[src/rtl/ddr3_app_req_ctrl.sv]
// Single-beat request sequencer in front of the DDR3 app interface; one transaction in flight.
// Optional statistics counters are built when DDR3_REQ_CTRL_STATS_EN is defined.
module ddr3_app_req_ctrl #(
  parameter int unsigned ADDR_W  = 28,
  parameter int unsigned DATA_W  = 128,
  parameter int unsigned MASK_W  = 16,
  parameter int unsigned TIMEOUT = 1023
) (
  input  logic              memory_clk,
  input  logic              rst_n,
  input  logic              init_calib_complete_i,
  input  logic              req_valid_i,
  output logic              req_ready_o,
  input  logic              req_we_i,
  input  logic [ADDR_W-1:0] req_addr_i,
  input  logic [DATA_W-1:0] req_wdata_i,
  input  logic [MASK_W-1:0] req_wmask_i,
  output logic              rsp_valid_o,
  output logic [DATA_W-1:0] rsp_rdata_o,
  output logic              rsp_err_o,
  input  logic              cmd_ready_i,
  output logic [2:0]        cmd_o,
  output logic              cmd_en_o,
  output logic [ADDR_W-1:0] addr_o,
  output logic [5:0]        app_burst_number_o,
  input  logic              wr_data_rdy_i,
  output logic [DATA_W-1:0] wr_data_o,
  output logic              wr_data_en_o,
  output logic              wr_data_end_o,
  output logic [MASK_W-1:0] wr_data_mask_o,
  input  logic [DATA_W-1:0] rd_data_i,
  input  logic              rd_data_valid_i,
  input  logic              rd_data_end_i,
  output logic              busy_o,
  output logic [15:0]       stat_wr_o,
  output logic [15:0]       stat_rd_o,
  output logic [15:0]       stat_err_o
);

  localparam logic [9:0] TimeoutCnt = 10'(TIMEOUT);
  localparam logic [2:0] CmdWrite   = 3'b000;
  localparam logic [2:0] CmdRead    = 3'b001;

  typedef enum logic [2:0] {
    StIdle,
    StReady,
    StWrCmd,
    StWrData,
    StRdCmd,
    StRdWait,
    StResp
  } state_e;

  state_e state_q, state_d;
  logic [9:0] timer_q, timer_d;
  logic       rsp_valid_d, rsp_err_d;
  logic       accept, capture;

  logic              we_q;
  logic              req_ready_q, cmd_en_q, wr_data_en_q, busy_q;
  logic              rsp_valid_q, rsp_err_q;
  logic [2:0]        cmd_q;
  logic [ADDR_W-1:0] addr_q;
  logic [DATA_W-1:0] wr_data_q, rsp_rdata_q;
  logic [MASK_W-1:0] wr_data_mask_q;

  // Single-beat transfers: the end flag and the low address bits carry no information.
  logic unused_inputs;
  assign unused_inputs = ^{rd_data_end_i, req_addr_i[2:0]};

  always_comb begin
    state_d     = state_q;
    timer_d     = timer_q;
    rsp_valid_d = 1'b0;
    rsp_err_d   = 1'b0;
    accept      = 1'b0;
    capture     = 1'b0;
    if (!init_calib_complete_i) begin
      // Calibration loss aborts anything in flight with an error response.
      state_d = StIdle;
      accept  = (state_q == StReady) && req_valid_i;
      if ((state_q inside {StWrCmd, StWrData, StRdCmd, StRdWait}) || accept) begin
        rsp_valid_d = 1'b1;
        rsp_err_d   = 1'b1;
      end
    end else begin
      unique case (state_q)
        StIdle:  state_d = StReady;
        StReady: begin
          if (req_valid_i) begin
            accept  = 1'b1;
            state_d = req_we_i ? StWrCmd : StRdCmd;
          end
        end
        StWrCmd: begin
          if (cmd_ready_i) state_d = StWrData;
        end
        StWrData: begin
          if (wr_data_rdy_i) begin
            state_d     = StResp;
            rsp_valid_d = 1'b1;
          end
        end
        StRdCmd: begin
          if (cmd_ready_i) begin
            state_d = StRdWait;
            timer_d = '0;
          end
        end
        StRdWait: begin
          if (timer_q != '1) timer_d = timer_q + 10'd1;
          if (rd_data_valid_i) begin
            capture     = 1'b1;
            state_d     = StResp;
            rsp_valid_d = 1'b1;
          end else if (timer_q == TimeoutCnt) begin
            state_d     = StResp;
            rsp_valid_d = 1'b1;
            rsp_err_d   = 1'b1;
          end
        end
        StResp:  state_d = StReady;
        default: state_d = StIdle;
      endcase
    end
  end

  always_ff @(posedge memory_clk or negedge rst_n) begin
    if (!rst_n) begin
      state_q        <= StIdle;
      timer_q        <= '0;
      we_q           <= 1'b0;
      req_ready_q    <= 1'b0;
      cmd_en_q       <= 1'b0;
      wr_data_en_q   <= 1'b0;
      busy_q         <= 1'b1;
      rsp_valid_q    <= 1'b0;
      rsp_err_q      <= 1'b0;
      cmd_q          <= CmdWrite;
      addr_q         <= '0;
      wr_data_q      <= '0;
      wr_data_mask_q <= '0;
      rsp_rdata_q    <= '0;
    end else begin
      state_q      <= state_d;
      timer_q      <= timer_d;
      // Strobes decode the next state so they line up with the state register.
      req_ready_q  <= (state_d == StReady);
      cmd_en_q     <= (state_d == StWrCmd) || (state_d == StRdCmd);
      wr_data_en_q <= (state_d == StWrData);
      busy_q       <= (state_d != StReady);
      rsp_valid_q  <= rsp_valid_d;
      rsp_err_q    <= rsp_err_d;
      if (accept) begin
        we_q           <= req_we_i;
        cmd_q          <= req_we_i ? CmdWrite : CmdRead;
        addr_q         <= {req_addr_i[ADDR_W-1:3], 3'b000};
        wr_data_q      <= req_wdata_i;
        wr_data_mask_q <= req_wmask_i;
      end
      if (capture) rsp_rdata_q <= rd_data_i;
    end
  end

  assign req_ready_o        = req_ready_q;
  assign rsp_valid_o        = rsp_valid_q;
  assign rsp_err_o          = rsp_err_q;
  assign rsp_rdata_o        = rsp_rdata_q;
  assign cmd_o              = cmd_q;
  assign cmd_en_o           = cmd_en_q;
  assign addr_o             = addr_q;
  assign app_burst_number_o = 6'd0;
  assign wr_data_o          = wr_data_q;
  assign wr_data_en_o       = wr_data_en_q;
  assign wr_data_end_o      = wr_data_en_q;
  assign wr_data_mask_o     = wr_data_mask_q;
  assign busy_o             = busy_q;

`ifdef DDR3_REQ_CTRL_STATS_EN
  logic [15:0] stat_wr_q, stat_rd_q, stat_err_q;
  logic        ok_wr, ok_rd, bad;

  assign ok_wr = rsp_valid_d && !rsp_err_d && we_q;
  assign ok_rd = rsp_valid_d && !rsp_err_d && !we_q;
  assign bad   = rsp_valid_d && rsp_err_d;

  always_ff @(posedge memory_clk or negedge rst_n) begin
    if (!rst_n) begin
      stat_wr_q  <= '0;
      stat_rd_q  <= '0;
      stat_err_q <= '0;
    end else begin
      if (ok_wr && (stat_wr_q != '1))  stat_wr_q  <= stat_wr_q + 16'd1;
      if (ok_rd && (stat_rd_q != '1))  stat_rd_q  <= stat_rd_q + 16'd1;
      if (bad && (stat_err_q != '1))   stat_err_q <= stat_err_q + 16'd1;
    end
  end

  assign stat_wr_o  = stat_wr_q;
  assign stat_rd_o  = stat_rd_q;
  assign stat_err_o = stat_err_q;
`else
  assign stat_wr_o  = 16'd0;
  assign stat_rd_o  = 16'd0;
  assign stat_err_o = 16'd0;
`endif

endmodule

[config.mk]
export PLATFORM = sky130hd
export DESIGN_NAME = ddr3_app_req_ctrl
export DESIGN_NICKNAME = d
export VERILOG_FILES = /design/src/rtl/ddr3_app_req_ctrl.sv
export SDC_FILE = /design/constraint.sdc
export NUM_CORES = 1
export LEC_CHECK = 0
export CAP_MARGIN = 25
export CORE_AREA = 3 3 259 261
export DETAILED_ROUTE_END_ITERATION = 12
export DIE_AREA = 0 0 262 264
export PLACE_DENSITY_LB_ADDON = 0.1
export SYNTH_ARGS = -nofsm -noshare
export SYNTH_HDL_FRONTEND = slang
export SYNTH_SLANG_ARGS = --single-unit
[constraint.sdc]
create_clock -name memory_clk -period 2.31 [get_ports memory_clk]
set_input_delay 0.231 -clock memory_clk [delete_from_list [all_inputs] [get_ports memory_clk]]
set_output_delay 0.231 -clock memory_clk [all_outputs]
set_load 0.01 [all_outputs]
==> flow_summary.json <==
{
  "ff2ff_setup_slack_ps": 290,
  "synth_fa_ha_area_share_pct": 0.0981,
  "netlist_top_cells_area": "dfrtp_1 62%, mux2_1 18%, mux2_2 6.9%, buf_4 3.8%, mux2_4 2.4%",
  "grt_pass1_wl_um": 65600,
  "final_nets": 1755,
  "post_drt_wl_per_cell_um": 19.4,
  "cpLargestDelayFamily": "simple AND/OR/NAND/NOR gates",
  "antenna_found_initial": 7,
  "worstReg2RegStart": "state_q[1]",
  "route.detailed.drc": 0,
  "area_growth_pct": 65.7,
  "drive_gt1_share_pct": 13.5,
  "setup_viol": 0,
  "num_vias": 8791,
  "cp_slowest_cell": "dfrtp_1",
  "tightest_slew_ps": 682,
  "async_flop_share_pct": 100,
  "clockRootBuffer": "clkbuf_16",
  "fmax_ghz": 0.496,
  "place.gp.congestion": 0.735,
  "cp.required_ps": 2790,
  "clkTransAtPathRegs_ps": 50,
  "dp_cells": 2255,
  "synth_top_family_by_area": "multiplexers",
  "ant_nets": 0,
  "power_mw": 20.6,
  "synthSimpleGateAreaFrac_pct": 2.69,
  "cts_setup_buffers": 0,
  "worstPathCellList": "nand3b_1 > nor4_4 > nor2_1 > nor3_2 > buf_4",
  "numCtsBuffers": 42,
  "reg2reg_to": "wr_data_en_o",
  "via_per_inst": 3.76,
  "h-tree-depth": 2,
  "io_buffers": 609,
  "hpwlAfterDp_um": 34700,
  "synth_enable_flop_cells": 0,
  "fillers": 6498,
  "synth_common_cells": "316 x dfrtp_1, 199 x mux2_1, 78 x mux2_2, 65 x buf_4, 25 x buf_6",
  "core_area_mm2": 0.0647,
  "finalHoldViolCount": 0,
  "worstPathMaxFanout": 12,
  "finClkSkew_ps": 9.99,
  "crit_path_start_kind": "flip-flop",
  "dieArea_mm2": 0.0692,
  "avgSynthCellArea_um2": 15.9,
  "synth_top_area_share_pct": 62.0,
  "p_leak_nw": 8.96,
  "synth_compound_area_share_pct": 1.59,
  "synth_xor_area_share_pct": 0,
  "reg2reg_depth": 5,
  "clk_path_buf_depth": 3,
  "syn_area_mm2": 0.0128,
  "die_y_um": 264,
  "worstHoldPathType": "input port to async pin",
  "endpoint_kind": "flip-flop",
  "cap_viol_max_count": 0,
  "cts_tree": "yes",
  "cp-startpoint": "state_q[1]",
  "wl_um": 45200,
  "grt_pass1_vias": 9344,
  "yosysMostFrequentCell": "dfrtp_1",
  "period_minus_slack_ps": 2020,
  "die_w_um": 262,
  "ys_seq_area_share_pct": 62.2,
  "slew_violations": 0,
  "track_usage_pct": 12.7,
  "path_buf_inv": 1,
  "slew-limit-headroom_pct": 54.5,
  "muxShareOfSynthArea_pct": 26.9,
  "ios": 673,
  "ir_worst_vdd_mv": 0.467,
  "clkSinkCount": 317,
  "status": "completed",
  "powerDensity_mw_per_mm2": 972,
  "crit_cells": 5,
  "start_util_pct": 19.7,
  "arrival_ps": 2490,
  "grt_setup_unrepaired": "false",
  "drt_iter0_markers": 272,
  "synthFlopType": "dfrtp_1",
  "ys.warnings.count": 0,
  "path_class": "flip-flop to flip-flop",
  "critPathMaxStageDelay_ps": 500,
  "multiInputGateArea_mm2": 0.00424,
  "clk_latency_ps": 550,
  "postSynthCellCount": 804,
  "yosysTopAreaCell": "dfrtp_1",
  "grt_start_max_net_pins": 71,
  "yosysUniqueCellTypes": 48,
  "dr.pass1.iters": 4,
  "overflow": 0,
  "crit_path_end": "wr_data_en_o",
  "ys_seq_elements": 317,
  "instances_no_fill": 2336,
  "period_share_pct": 87.3,
  "rows": 93,
  "regArea_mm2": 0.00793
}
[placed cells by master, fill, tap and decap left out, drive strengths merged, types with 3 or more instances in the layout]
cell and n:
nor2 6, diode 5, inv 3, clkinv 9
clkdlybuf4s50 608, nand2 12, mux2 297, buf 31
o31ai 7, conb 59, o21ai 4, nand3 3
nand4 3, dfrtp 316, clkbuf 64, nor3 4
or4 7, a21oi 6
[power breakdown]
group	leakage (nW)	total [mW]	internal (mW)	switching, mW
Combinational	4.33	6.34	3.90	2.45
Sequential	3.96	7.71	7.02	0.689
Clock	0.677	6.50	3.96	2.54
[routing by layer]
| metal | up-vias | track usage [%] | wire length (um) |
|---|---|---|---|
| li1 | 4032 | - | - |
| met1 | 4360 | 13.5 | 15900 |
| met2 | 330 | 23.1 | 23800 |
| met3 | 65 | 5.15 | 4510 |
| met4 | 4 | 3.76 | 935 |
| met5 | - | 0 | 31 |
[what timing repair did]
| item | 4_1_cts | 5_1_grt |
|---|---|---|
| hold buffers | 1 | 0 |
| resized for setup | 1 | 1 |
| pin swaps | 0 | 0 |
| setup endpoints to repair | 1 | 1 |
| cloned | 0 | 0 |
| endpoints found under the hold margin | 245 | 0 |
[logic make-up (layout without fill, tap and decap cells)]
kind of cell / after synthesis / count (layout)
AO/OA/AOI/OAI: 28 / 28
flip-flops: 317 / 317
multiplexers: 298 / 298
adder cells (fa/ha/maj): 1 / 1
other: 1 / 64
buffers and inverters: 104 / 718
AND/OR/NAND/NOR: 55 / 55
[sequential cells by signal, indices dropped and copies added (netlist names)]
| name | flops |
|---|---|
| busy_o | 1 |
| wr_data_en_o | 1 |
| rsp_err_o | 1 |
| state_q | 3 |
| rsp_rdata_o | 128 |
| wr_data_o | 128 |
| addr_o | 25 |
| wr_data_mask_o | 16 |
| timer_q | 10 |
| cmd_o | 1 |
| req_ready_o | 1 |
| cmd_en_o | 1 |
| rsp_valid_o | 1 |
[how the worst min path moves through the flow]
stage	from	endpoint	slack (ps)	cells after the start
after detailed placement	rst_n	wr_data_o[54]	140	1
after floorplan	rst_n	addr_o[10]	-60	0
after global placement	rst_n	wr_data_o[46]	140	1
after CTS	rst_n	wr_data_o[10]	130	2
after global routing	rst_n	wr_data_o[10]	150	2
final	rst_n	wr_data_o[46]	150	2
[cell type report]
cell class | instances | share of cell area [%]
antenna | 5 | 0.0592
clock buffer | 64 | 5.95
clock inverter | 11 | 0.515
inverter | 3 | 0.0533
multi-input combinational | 441 | 20.0
sequential | 317 | 37.5
tap | 855 | 5.06
timing repair buffer | 640 | 30.8
[per-stage QoR]
| stage | setup TNS, ps | setup WS, ps | util, % | area, um2 | hold WS [ps] |
|---|---|---|---|---|---|
| 2_1_floorplan | 0 | 631 | - | 13000 | -64.6 |
| 3_3_place_gp | -75.9 | -75.9 | 30.5 | 19700 | 140 |
| 3_5_place_dp | -66.7 | -66.7 | 30.5 | 19700 | 144 |
| 4_1_cts | 0 | 49.7 | 32.7 | 21100 | 129 |
| 5_1_grt | 0 | 60.4 | 32.7 | 21100 | 153 |
| 6_report | 0 | 293 | 32.7 | 21100 | 152 |
Note: power is estimated with default switching activity, not from simulation.
